[src/rtl/stack_master.sv]
// stack_master: initiator-side driver for a LIFO stack with a fixed read latency.
// Turns a valid/ready write stream and a request/valid read stream into
// push/pop/data_in commands. It tracks committed depth so the stack never
// overflows or underflows, supports a drain-to-empty flush, and halts on any
// error the stack reports.
module stack_master #(
  parameter int unsigned DEPTH      = 16,
  parameter int unsigned DATA_W     = 8,
  parameter int unsigned STK_RD_LAT = 2
) (
  input  logic              clk,
  input  logic              reset,
  input  logic              wr_valid,
  input  logic [DATA_W-1:0] wr_data,
  output logic              wr_ready,
  input  logic              rd_req,
  output logic              rd_ready,
  output logic              rd_valid,
  output logic [DATA_W-1:0] rd_data,
  input  logic              flush,
  input  logic              err_clr,
  output logic              busy,
  output logic [4:0]        depth,
  output logic              full,
  output logic              empty,
  output logic              err_flag,
  output logic              stk_push,
  output logic              stk_pop,
  output logic [DATA_W-1:0] stk_data_in,
  input  logic [DATA_W-1:0] stk_data_out,
  input  logic              stk_error
);

  localparam int unsigned CNT_W = 5;

  localparam logic [1:0] ST_READY = 2'd0;
  localparam logic [1:0] ST_FLUSH = 2'd1;
  localparam logic [1:0] ST_HALT  = 2'd2;

  logic [1:0]            state;
  logic [1:0]            state_nxt;
  logic [CNT_W-1:0]      depth_nxt;
  logic                  push_nxt;
  logic                  pop_nxt;
  logic                  dlv_nxt;
  logic [DATA_W-1:0]     data_in_nxt;
  logic                  err_nxt;

  // pop_dlv travels with stk_pop: set for read pops, clear for flush pops.
  logic                  pop_dlv;
  // fly tracks every issued pop through the stack latency; dlv only those
  // whose data must be returned to the reader.
  logic [STK_RD_LAT-1:0] fly;
  logic [STK_RD_LAT-1:0] dlv;
  logic                  in_flight;
  logic                  wr_acc;
  logic                  rd_acc;

  // Handshake readies: only in READY, flush blocks both, a read beats a write.
  assign rd_ready  = (state == ST_READY) && !flush && !empty;
  assign wr_ready  = (state == ST_READY) && !flush && !full && !(rd_req && !empty);
  assign rd_acc    = rd_req && rd_ready;
  assign wr_acc    = wr_valid && wr_ready;

  // Returned data and status derived from registered pipeline state.
  assign in_flight = stk_pop || (|fly);
  assign busy      = (state != ST_READY) || in_flight;
  assign rd_valid  = dlv[STK_RD_LAT-1];
  assign rd_data   = rd_valid ? stk_data_out : '0;

  // Next-state, depth and stack-command decode.
  always_comb begin
    state_nxt   = state;
    depth_nxt   = depth;
    push_nxt    = 1'b0;
    pop_nxt     = 1'b0;
    dlv_nxt     = 1'b0;
    data_in_nxt = stk_data_in;
    err_nxt     = err_flag || stk_error;

    case (state)
      ST_READY: begin
        if (flush) begin
          state_nxt = ST_FLUSH;
        end else if (rd_acc) begin
          depth_nxt = depth - CNT_W'(1);
          pop_nxt   = 1'b1;
          dlv_nxt   = 1'b1;
        end else if (wr_acc) begin
          depth_nxt   = depth + CNT_W'(1);
          push_nxt    = 1'b1;
          data_in_nxt = wr_data;
        end
      end
      ST_FLUSH: begin
        if (depth != CNT_W'(0)) begin
          // No new pop is issued in the cycle an error is reported.
          if (!stk_error) begin
            depth_nxt = depth - CNT_W'(1);
            pop_nxt   = 1'b1;
          end
        end else if (!in_flight) begin
          state_nxt = ST_READY;
        end
      end
      ST_HALT: begin
        if (err_clr && !stk_error && !in_flight) begin
          state_nxt = ST_READY;
          err_nxt   = 1'b0;
        end
      end
      default: begin
        state_nxt = ST_READY;
      end
    endcase

    if (stk_error) begin
      state_nxt = ST_HALT;
    end
  end

  // State, depth, stack command and pop-tracking registers.
  always_ff @(posedge clk) begin
    if (reset) begin
      state       <= ST_READY;
      depth       <= '0;
      full        <= 1'b0;
      empty       <= 1'b1;
      err_flag    <= 1'b0;
      stk_push    <= 1'b0;
      stk_pop     <= 1'b0;
      stk_data_in <= '0;
      pop_dlv     <= 1'b0;
      fly         <= '0;
      dlv         <= '0;
    end else begin
      state       <= state_nxt;
      depth       <= depth_nxt;
      full        <= (depth_nxt == CNT_W'(DEPTH));
      empty       <= (depth_nxt == CNT_W'(0));
      err_flag    <= err_nxt;
      stk_push    <= push_nxt;
      stk_pop     <= pop_nxt;
      stk_data_in <= data_in_nxt;
      pop_dlv     <= dlv_nxt;
      fly         <= (fly << 1) | STK_RD_LAT'(stk_pop);
      dlv         <= (dlv << 1) | STK_RD_LAT'(stk_pop && pop_dlv);
    end
  end

endmodule

[config.mk]
export PLATFORM = sky130hd
export DESIGN_NAME = stack_master
export DESIGN_NICKNAME = d
export VERILOG_FILES = /design/src/rtl/stack_master.sv
export SDC_FILE = /design/constraint.sdc
export NUM_CORES = 1
export LEC_CHECK = 0
export ABC_AREA = 1
export CAP_MARGIN = 20
export CORE_AREA = 2 2 54 67
export DETAILED_ROUTE_END_ITERATION = 12
export DIE_AREA = 0 0 56 69
export HOLD_SLACK_MARGIN = 0.15
export PLACE_DENSITY = 0.79
export REMOVE_ABC_BUFFERS = 1
export SYNTH_ARGS = -nofsm -noshare
export SYNTH_HDL_FRONTEND = slang
export SYNTH_SLANG_ARGS = --single-unit
[constraint.sdc]
create_clock -name clk -period 2 [get_ports clk]
set_input_delay 0.3 -clock clk [delete_from_list [all_inputs] [get_ports clk]]
set_output_delay 0.3 -clock clk [all_outputs]
set_load 0.05 [all_outputs]
==> results.md <==
- Status: finished clean
- Register bit total from synthesis: 25
- Number of global-route vias before repair: 1369
- Area growth syn-to-layout: 55.2%
- Worst-path clk slew: 0.09 ns
- Post-synth EDFFs: 0
- IO buf count: 52
- Final setup vio count: 0
- Initial core utilization: 0.415
- GR Overflow Total: 0
- DR iter-0 viols: 62
- Max-slew violation count: 0
- Final Skew: 0.00119 ns
- Maximum clock frequency: 519 MHz
- # IOs: 53
- Largest net degree at the start of global routing: 16
- Comb power frac: 0.361
- Final Critical Period: 1.93 ns
- Setup Fix Bufs, Post-CTS: 0
- Overall routed net length: 3430 um
- Clock network fraction of total power: 0.227
- Pre-antenna DRT Iters: 6
- Worst Setup Path Type: reg -> out
- Worst path required time: 1.70 ns
- Int Power: 0.860 mW
- Mean Syn Cell Area: 6.49 um2
- RSZ-0062 raised after global routing: no
- Non-Filler Instances: 301
- CTS tree: built
- Share of layout cells above drive strength 1: 0.140
- Critical path origin: depth[2]
- Row cnt: 23
- H-Tree Depth: 1
- NetSw: 0.508 mW
- DRT antenna net count: 0
- Crit start category: register
- Net Sw Frac: 0.372
- Final GP Congestion: 1.03
- TritonCTS buffer count: 3
- Synth top area share: 0.374
- Leakage: 0.988 nW
- MaxCap Viol Count: 0
- First-pass GRT wire length: 5810 um
- Remaining DRCs: 0
- Arr. time, crit path: 1.63 ns
- Clk sinks: 25
- Slowest cell on the critical path: clkdlybuf4s50_1
- Final Cell Area: 2080 um2
- Area after DPL: 2030 um2
- Core area: 3220 um2
- Bufs and invs on worst path: 1
- Sequential standard cell area: 500 um2
- Die Y: 69 um
- Critical path's top delay family: buffers and inverters
- Filler cells: 281
- Ant. Diodes: 0
- Total power: 1.37 mW
- Period utilization: 0.964
- Clock Latency Late Sink: 0.27 ns
- Post-CTS resize count: 1
- Critical path cell sequence: clkdlybuf4s50_1
- Initial antenna violation count: 0
- Ys Warns: 0
- Vias: 1466
- Avg WL per Cell: 11.4 um
- HP Start: dlv[0]
- FF-to-FF Start: depth[0]
- Worst-margin pin slew: 0.506 ns
- Synth Cell Area: 1340 um2
- DR vias/cell: 4.87
- Area of the multi-input gates: 689 um2
- Nets: 290
- Power share of the sequential group: 0.412
- Hold Violations, Final: 0
- Slew Limit Headroom: 0.662
- PwrDens: 659 nW/um2
- Highest ir drop seen on vdd: 0.000577 V
- Sequential-to-total area share from yosys stat: 0.374
- Die Footprint: 3860 um2
- TNS Setup: 0 ns
- Ys flop type: dfxtp_1
- Root Driver: clkbuf_8
- Placed insts: 297
- Post-synth top area cell: dfxtp_1
- Hold Crit Class: reg -> reg
- Total Routing Usage GR: 0.184
- Setup crit end kind: primary output
- Clk buf depth: 2
- Post-synth cell types: 25
- Post-Syn Instances: 206
- CP max stage delay: 0.86 ns
- Die Wd: 56 um
- Hold-fix buffers at CTS: 0
- DP HPWL: 2630 um
- CP Max Fanout: 7
- Top area cells in the synthesized netlist: dfxtp_1, nand2_1, nor2_1
- Ys async rst share: 0
==> power by group through the flow <==
stage / clock network (mW) / logic, mW / registers [mW]
2_1_floorplan: 0 / 0.215 / 0.670
3_3_place_gp: 0 / 0.494 / 0.574
6_report: 0.310 / 0.494 / 0.563
3_5_place_dp: 0 / 0.494 / 0.574
5_1_grt: 0.338 / 0.532 / 0.570
4_1_cts: 0.321 / 0.495 / 0.563
==> state kept, by name (all words and copies together), names as in the netlist <==
signal       count
depth            5
dlv              2
empty            1
err_flag         1
fly              2
full             1
pop_dlv          1
state            2
stk_data_in      8
stk_pop          1
stk_push         1
==> metrics by stage <==
step | hold slack (ns) | utilization | worst slack [ns]
detailed placement | 0.400 | 0.629 | 0.0485
floorplan | 0.369 | - | 0.0380
global placement | 0.391 | 0.629 | 0.0793
finish | 0.410 | 0.644 | 0.0722
global route | 0.440 | 0.644 | 0.00924
CTS | 0.414 | 0.644 | 0.0724
==> placed cells by master (no fill, tap or decap), drive strengths merged, types with 3 or more instances in the layout <==
cell / count
nand2: 50
clkdlybuf4s50: 39
nor2: 38
inv: 35
dfxtp: 25
nand3: 18
buf: 18
o21ai: 13
a21oi: 10
clkbuf: 3
==> kinds of logic after synthesis <==
kind of cell               Yosys count  synth area share
AOI/OAI and AO/OA                   28             0.114
xor gates and xnor gates             2            0.0131
adders and majority gates            2            0.0187
buffers and inverters               39             0.110
DFF                                 25             0.374
and+or+nand+nor                    110             0.370
==> layout make-up <==
cell class | count | area share
clock buffers | 3 | 0.0199
clock inverters | 1 | 0.00362
inverters | 35 | 0.0633
multi-input cells | 142 | 0.332
flip-flops and latches | 25 | 0.241
well taps | 37 | 0.0223
repair buffers | 58 | 0.318
==> routing by layer <==
| metal | share of wire | vias up | GRT usage |
|---|---|---|---|
| met4 | 0.019 | 0 | 0.0767 |
| met3 | 0.097 | 7 | 0.0488 |
| met2 | 0.48 | 71 | 0.318 |
| met1 | 0.41 | 627 | 0.210 |
| met5 | 0 | - | 0 |
| li1 | - | 761 | - |
==> synthesized netlist by cell type (2+ instances only) <==
master and n:
inv_2 6, dfxtp_1 25, nand2_1 47, nor3_1 2, nor2_2 3, xor2_1 2, nor2_4 2, ha_1 2
nand4_1 2, nand3_1 18, nor2_1 32, inv_1 29, o21ai_0 12, clkbuf_1 3, a21oi_1 10, nand2_2 2
==> worst paths after layout <==
check                   to  slack [ns]  cells past startpoint
setup reg to reg      full        0.16                     12
setup / recovery  depth[2]        0.07                      1
hold / removal      dlv[1]        0.41                      2
hold reg to reg     dlv[1]        0.41                      2
Power figures use the tool's default switching activity.
